===== src/rtl/mod_reduce_pkg.sv =====
// Shared types and elaboration helpers for the serial residue engine.
// Table and legality functions are evaluated at elaboration only.
package mod_reduce_pkg;

  typedef enum logic [1:0] {
    IDLE,
    RUN,
    DONE
  } state_t;

  function automatic int ceil_div(input int a, input int b);
    return (a + b - 1) / b;
  endfunction

  // (a * 2**chunk) mod modulus, one ROM entry
  function automatic int fold_rom(input int a, input int chunk,
                                  input int modulus);
    longint p;
    p = longint'(a) << chunk;
    return int'(p % longint'(modulus));
  endfunction

  // a chunk may never exceed the modulus, so one subtract suffices
  function automatic bit chunk_ok(input int chunk, input int modulus);
    return (chunk >= 1) && ((longint'(1) << chunk) <= longint'(modulus));
  endfunction

endpackage


===== src/rtl/mod_reduce_serial_step.sv =====
// One Horner step: acc_out = (acc_in * 2**CHUNK + chunk) mod MOD.
// ROM lookup plus a single conditional subtract; acc_in < MOD assumed.
module mod_horner_step
  import mod_reduce_pkg::*;
#(
  parameter int MOD   = 241,
  parameter int CHUNK = 6,
  parameter int RW    = $clog2(MOD)
) (
  input  logic [RW-1:0]    acc_in,
  input  logic [CHUNK-1:0] chunk,
  output logic [RW-1:0]    acc_out
);

  logic [RW-1:0] rom [2**RW];
  logic [RW:0]   sum;

  for (genvar a = 0; a < 2**RW; a++) begin : g_rom
    if (a < MOD) begin : g_used
      assign rom[a] = RW'(fold_rom(a, CHUNK, MOD));
    end else begin : g_unused
      assign rom[a] = '0;
    end
  end

  assign sum = {1'b0, rom[acc_in]} + (RW+1)'(chunk);

  assign acc_out = (sum >= (RW+1)'(MOD))
                 ? RW'(sum - (RW+1)'(MOD))
                 : sum[RW-1:0];

endmodule


===== src/rtl/mod_reduce_serial.sv =====
// Serial residue engine: in_data mod MOD, CHUNK bits per cycle, MSB first.
// valid/ready on both sides; back-to-back operands without an idle bubble.
module mod_reduce_serial
  import mod_reduce_pkg::*;
#(
  parameter int W     = 400,
  parameter int MOD   = 241,
  parameter int CHUNK = 6
) (
  input  logic                    clk,
  input  logic                    rst_n,
  input  logic                    clear,
  input  logic                    in_valid,
  output logic                    in_ready,
  input  logic [W-1:0]            in_data,
  output logic                    out_valid,
  input  logic                    out_ready,
  output logic [$clog2(MOD)-1:0]  out_res,
  output logic                    busy
);

  localparam int RW    = $clog2(MOD);
  localparam int BEATS = ceil_div(W, CHUNK);
  localparam int SW    = BEATS * CHUNK;
  localparam int CW    = $clog2(BEATS + 1);

  if (!chunk_ok(CHUNK, MOD)) begin : g_bad_chunk
    $error("mod_reduce_serial: 2**CHUNK must not exceed MOD");
  end

  state_t          state;
  state_t          state_d;
  logic [SW-1:0]   sreg;
  logic [RW-1:0]   acc;
  logic [RW-1:0]   acc_nx;
  logic [CW-1:0]   beat_cnt;
  logic            accept;
  logic            last_beat;

  mod_horner_step #(
    .MOD   (MOD),
    .CHUNK (CHUNK),
    .RW    (RW)
  ) u_step (
    .acc_in  (acc),
    .chunk   (sreg[SW-1 -: CHUNK]),
    .acc_out (acc_nx)
  );

  assign last_beat = (beat_cnt == CW'(BEATS - 1));
  assign busy      = (state != IDLE);

  // next state and input handshake; clear overrides everything
  always_comb begin
    state_d  = state;
    in_ready = 1'b0;
    unique case (state)
      IDLE: in_ready = !clear;
      RUN: begin
        if (last_beat) state_d = DONE;
      end
      DONE: begin
        in_ready = out_ready && !clear;
        if (out_ready) state_d = IDLE;
      end
      default: state_d = IDLE;
    endcase
    accept = in_valid && in_ready;
    if (accept) state_d = RUN;
    if (clear) state_d = IDLE;
  end

  // state register
  always_ff @(posedge clk or negedge rst_n) begin
    if (!rst_n) state <= IDLE;
    else        state <= state_d;
  end

  // operand load, Horner fold, result capture
  always_ff @(posedge clk or negedge rst_n) begin
    if (!rst_n) begin
      sreg      <= '0;
      acc       <= '0;
      beat_cnt  <= '0;
      out_valid <= 1'b0;
      out_res   <= '0;
    end else if (clear) begin
      out_valid <= 1'b0;
    end else if (accept) begin
      sreg      <= SW'(in_data);
      acc       <= '0;
      beat_cnt  <= '0;
      out_valid <= 1'b0;
    end else if (state == RUN) begin
      acc      <= acc_nx;
      sreg     <= sreg << CHUNK;
      beat_cnt <= beat_cnt + CW'(1);
      if (last_beat) begin
        out_res   <= acc_nx;
        out_valid <= 1'b1;
      end
    end else if (state == DONE && out_ready) begin
      out_valid <= 1'b0;
    end
  end

endmodule


===== config.mk =====
export PLATFORM = sky130hd
export DESIGN_NAME = mod_reduce_serial
export DESIGN_NICKNAME = d
export VERILOG_FILES = /design/src/rtl/mod_reduce_pkg.sv /design/src/rtl/mod_reduce_serial_step.sv /design/src/rtl/mod_reduce_serial.sv
export SDC_FILE = /design/constraint.sdc
export NUM_CORES = 1
export LEC_CHECK = 0
export CAP_MARGIN = 20
export CORE_AREA = 2 2 210 212
export CTS_BUF_LIST = sky130_fd_sc_hd__clkbuf_4
export CTS_CLUSTER_SIZE = 8
export DETAILED_ROUTE_END_ITERATION = 6
export DIE_AREA = 0 0 212 214
export GPL_ROUTABILITY_DRIVEN = 0
export PLACE_DENSITY = 0.87
export SYNTH_ARGS = -nofsm -noshare
export SYNTH_HDL_FRONTEND = slang
export SYNTH_HIERARCHICAL = 1
export SYNTH_SLANG_ARGS = --single-unit

===== constraint.sdc =====
create_clock -name clk -period 4.7 [get_ports clk]
set_input_delay 0.94 -clock clk [delete_from_list [all_inputs] [get_ports clk]]
set_output_delay 0.94 -clock clk [all_outputs]
set_load 0.005 [all_outputs]

==> summary by stage, run 1 <==
Floorplanning
During I/O placement, the number of pins put on the boundary was 416. The total area inside the core boundary comes to 42900 µm². In this run the core area contains 76 standard-cell rows. In this run the horizontal extent of the chip is 212 µm. The die outline area is 45400 µm². The initial core utilization is 47.7%. The die outline height is 214 µm.

STA
The share of the clock period used by the worst path is 97.3%. Setup slack on the critical path of the routed design comes to between 100 and 150 ps. The worst-case headroom to the max-slew limit is between 20% and 30%. Setup violations remaining at the end of the flow were counted as 0.

The maximum clock frequency is 219 MHz. The slew at the pin with the worst max-slew slack is 1060 ps. The final hold violation count is 0. The post-route minimum period is approximately 4600 ps.

The maximum clock skew at final layout is between 50 and 60 ps. The count of final max-slew check failures is 0.

Detailed routing
The number of optimization iterations in the first detailed-route pass is 7. The overall routed net length is 61300 µm. In the routed design, unresolved DRC markers number 0. The post-detailed-route wirelength per cell is roughly 22 µm. Dividing the detail-routed via count by the number of cells gives 5.99.

The final route contains 17000 vias. The number of nets still failing antenna checks after routing is 0. In this run, the number of DRC markers left after iteration 0 of detailed routing was between 1500 and 2000.

Power and ir drop
The share of total power in sequential cells is 40.3%. Internal power comes to 8.52 mW. The leakage power figure is 11.5 nW. The clock network accounts for 25.8% of the total power. The power dissipated by switching net loads is 4.47 mW.

For this design the ratio of total power to cell area is 490 nW/µm². The worst-case IR drop observed on VDD is 0.407 mV. The fraction of power spent switching nets is 34.4%.

The fraction of power consumed by combinational cells is 34.0%.

Flow run
Across the run, the number of max-cap violations was 0.

Clock tree
The CTS tree is yes. In this run, post-CTS hold repair placed 0 buffers. The number of sinks driven by the clock tree is 428.

The cell at the root of the clock tree is sky130_fd_sc_hd__clkbuf_4. The clock-pin slew of the registers on the worst-case setup and hold paths is 70 ps. The clock passes through at most 3 buffers.

The number of buffers added by the clock tree synthesis step is 112. The CTS H-tree depth is 3. The clock latency at the later pin of the worst-skew pair is between 800 and 900 ps.

Final layout
The proportion of layout cells with a drive suffix above 1 is roughly an eighth. At the end of the flow the core is filled with cells to 61.8%. The final cell area excluding filler cells is approximately 26000 µm². The final net count is 2589. Counting the fill cells in the layout gives 3291. The synthesis-to-layout area growth is 29.4%. The final cell count without fillers is ~2800.

Global routing
The first global-routing pass estimated 95200 µm of wire. The global-route congestion overflow total is 0. Global routing used a little over a quarter of the available tracks across all layers. The initial antenna violation count is 25.

The largest net degree at the start of global routing is roughly 180. The number of global-route vias before repair is 17500.

Place
Counting tap cells, the placed design contains a total of 2628 instances. The post-place setup slack is -115 ps. During placement, the flow inserted port buffers numbering 415. The half-perimeter wire length of the detailed placement result is 40400 µm.

In this run the cell area measured after placement is about 25000 µm².

Worst setup path
Counting cells, the worst reg-to-reg path comes to 18. In this run the critical register-to-register path is launched from acc[2]. The critical path in this run is classified as flop to flop. The peak fanout along the critical path is 6. The required time of the worst setup path is 5410 ps.

The sort of element at the end of the critical path is a flop. For the worst setup path, the data arrival time is 5290 ps. The worst register-to-register path ends at out_res[2]. The worst setup path is launched from a flop. The worst setup slack for register-to-register paths is 120 ps.

Synth
The cell type contributing the most total cell area after synthesis is sky130_fd_sc_hd__dfrtp_1. Averaged over all synthesized cells, the footprint is 11.7 µm². The dominant synthesized flop cell is sky130_fd_sc_hd__dfrtp_1. The number of nets in the synthesized netlist is 2178. Sorting the synthesized cells by area gives the leading types as sky130_fd_sc_hd__dfrtp_1 52%, sky130_fd_sc_hd__a221o_1 19%, sky130_fd_sc_hd__and2_1 12%, sky130_fd_sc_hd__buf_6 2.0%, sky130_fd_sc_hd__ha_1 1.6%. After synthesis the cells add up to 20500 µm².

Counting flops with a built-in enable in the synthesized netlist gives 0. For this run, asynchronously set or reset flops after synthesis account for 100%. The sequential fraction of the synthesis area is 52.3%. The top cell type by area accounts for 52.3% of the synthesized area.

After synthesis the netlist holds a flip-flop and latch count of about 430. The netlist uses 68 different library cells. The number of warning messages in the yosys log is 6.

After technology mapping, the gate count stands at 1746.

Min path
The worst hold path belongs to the class input port to async pin.

Status
The run finished with clean final reports.
==> power groups by stage <==
stage | Sequential, mW | Combinational [mW] | Clock (mW)
final | 5.23 | 4.41 | 3.35
after global routing | 5.33 | 4.76 | 3.65
after CTS | 5.21 | 4.16 | 3.45
after detailed placement | 5.24 | 4.09 | 0
after global placement | 5.21 | 3.86 | 0
after floorplan | 5.02 | 2.95 | 0
==> per-stage QoR <==
step	power [mW]	hold WS, ps	setup TNS, ps
5_1_grt	13.7	132	-85.8
3_5_place_dp	9.33	477	-640
2_1_floorplan	7.97	451	0
6_report	13.0	156	0
3_3_place_gp	9.07	474	0
4_1_cts	12.8	83.0	-31.9
==> worst max-delay path by stage <==
stage	start	endpoint	slack, ps
global route	acc[0]	acc[6]	-40
floorplan	acc[2]	out_res[4]	5
global placement	acc[0]	out_res[3]	140
finish	acc[2]	out_res[2]	120
detailed placement	acc[0]	out_res[2]	-120
CTS	acc[0]	out_res[2]	-20
==> Yosys cell counts (all sizes together) (2+ instances only) <==
master	number
a221oi	5
a21oi	33
nor3	6
o21ai	45
o221ai	2
nand4	12
a21boi	2
or2	7
o21a	3
clkbuf	72
inv	18
or3b	2
xor2	2
o22ai	4
dfrtp	428
o311a	2
a31oi	5
o31a	2
nor3b	2
nor4	2
xnor2	6
nand3	8
and2	394
a211oi	8
ha	26
nor2	34
or3	10
buf	89
a311oi	3
nand2	53
o211ai	3
nor2b	6
mux2i	2
mux2	12
or4	2
o21bai	3
a221o	395
a21o	5
a32oi	3
o31ai	2
a2111oi	5
nand2b	3
o32ai	5
==> flip-flops by register name (all words and copies together), names as in the netlist <==
| signal | cells |
|---|---|
| acc | 8 |
| sreg | 402 |
| out_res | 8 |
| state | 2 |
| beat_cnt | 7 |
| out_valid | 1 |
==> final cells by class <==
cell class | count | area, µm² | area share [%]
sequential | 428 | 10700 | 40.4
multi-input combinational | 1139 | 8860 | 33.5
timing repair buffer | 458 | 4620 | 17.4
clock buffer | 166 | 1250 | 4.70
tap | 585 | 732 | 2.76
clock inverter | 29 | 205 | 0.775
inverter | 18 | 67.6 | 0.255
antenna | 17 | 42.5 | 0.161
==> cells by family (layout without fill, tap and decap cells) <==
group | Yosys count | in the layout | share of synthesized area [%]
DFF | 428 | 428 | 52.3
adders and majority gates | 27 | 27 | 1.69
xor gates and xnor gates | 8 | 8 | 0.342
AOI/OAI and AO/OA | 545 | 545 | 24.2
buffers and inverters | 179 | 671 | 4.92
other | 0 | 17 | 0
and+or+nand+nor | 544 | 544 | 15.6
muxes | 15 | 15 | 0.886
==> placed cells by master, fill, tap and decap left out, types with 32 or more instances in the layout <==
cell type and instances:
sky130_fd_sc_hd__dfrtp_1 428, sky130_fd_sc_hd__clkdlybuf4s50_1 414, sky130_fd_sc_hd__a221o_1 395, sky130_fd_sc_hd__and2_1 393
sky130_fd_sc_hd__clkbuf_4 166, sky130_fd_sc_hd__nand2_1 53, sky130_fd_sc_hd__o21ai_0 45, sky130_fd_sc_hd__a21oi_1 32
sky130_fd_sc_hd__nor2_1 32, sky130_fd_sc_hd__buf_4 32
==> per-layer routing <==
layer / GRT usage [%] / share of wire, % / up-vias
met3: 9.57 / 9.6 / 194
met1: 33.7 / 40 / 8378
met2: 40.7 / 47 / 833
met5: 0 / 0.20 / -
met4: 11.9 / 3.6 / 18
li1: - / - / 7586
==> repair_timing <==
action                                 in CTS  in global routing
gates resized for setup                     3                 20
setup endpoints to repair                  12                 16
endpoints found under the hold margin       0                  0
buffers inserted                            0                  0
pin swaps                                   0                  1
==> worst max-delay path, stage by stage, from the launching register on <==
cell                        delay (ps)
sky130_fd_sc_hd__dfrtp_1           380
sky130_fd_sc_hd__inv_1             160
sky130_fd_sc_hd__ha_1              300
sky130_fd_sc_hd__nor2_1            180
sky130_fd_sc_hd__nor3_1            100
sky130_fd_sc_hd__a221oi_1          350
sky130_fd_sc_hd__nor2_1             90
sky130_fd_sc_hd__nor2_1             90
sky130_fd_sc_hd__o21ai_0           160
sky130_fd_sc_hd__ha_1              270
sky130_fd_sc_hd__fa_2              400
sky130_fd_sc_hd__a21o_1            220
sky130_fd_sc_hd__a2111oi_2         390
sky130_fd_sc_hd__a311oi_2          100
sky130_fd_sc_hd__o2bb2ai_2         190
sky130_fd_sc_hd__and2_2            280
sky130_fd_sc_hd__o32ai_2           330
sky130_fd_sc_hd__xnor2_1           160
sky130_fd_sc_hd__mux2_2            300
Note: power is estimated with default switching activity, not from simulation.
==> run 2, diff against run 1 <==
CTS_CLUSTER_SIZE = default   (was 8)
TNS_END_PERCENT = 1   (was default)
==> results of run 2 <==
No change in the layout: final DEF, timing and power equal those of run 1.
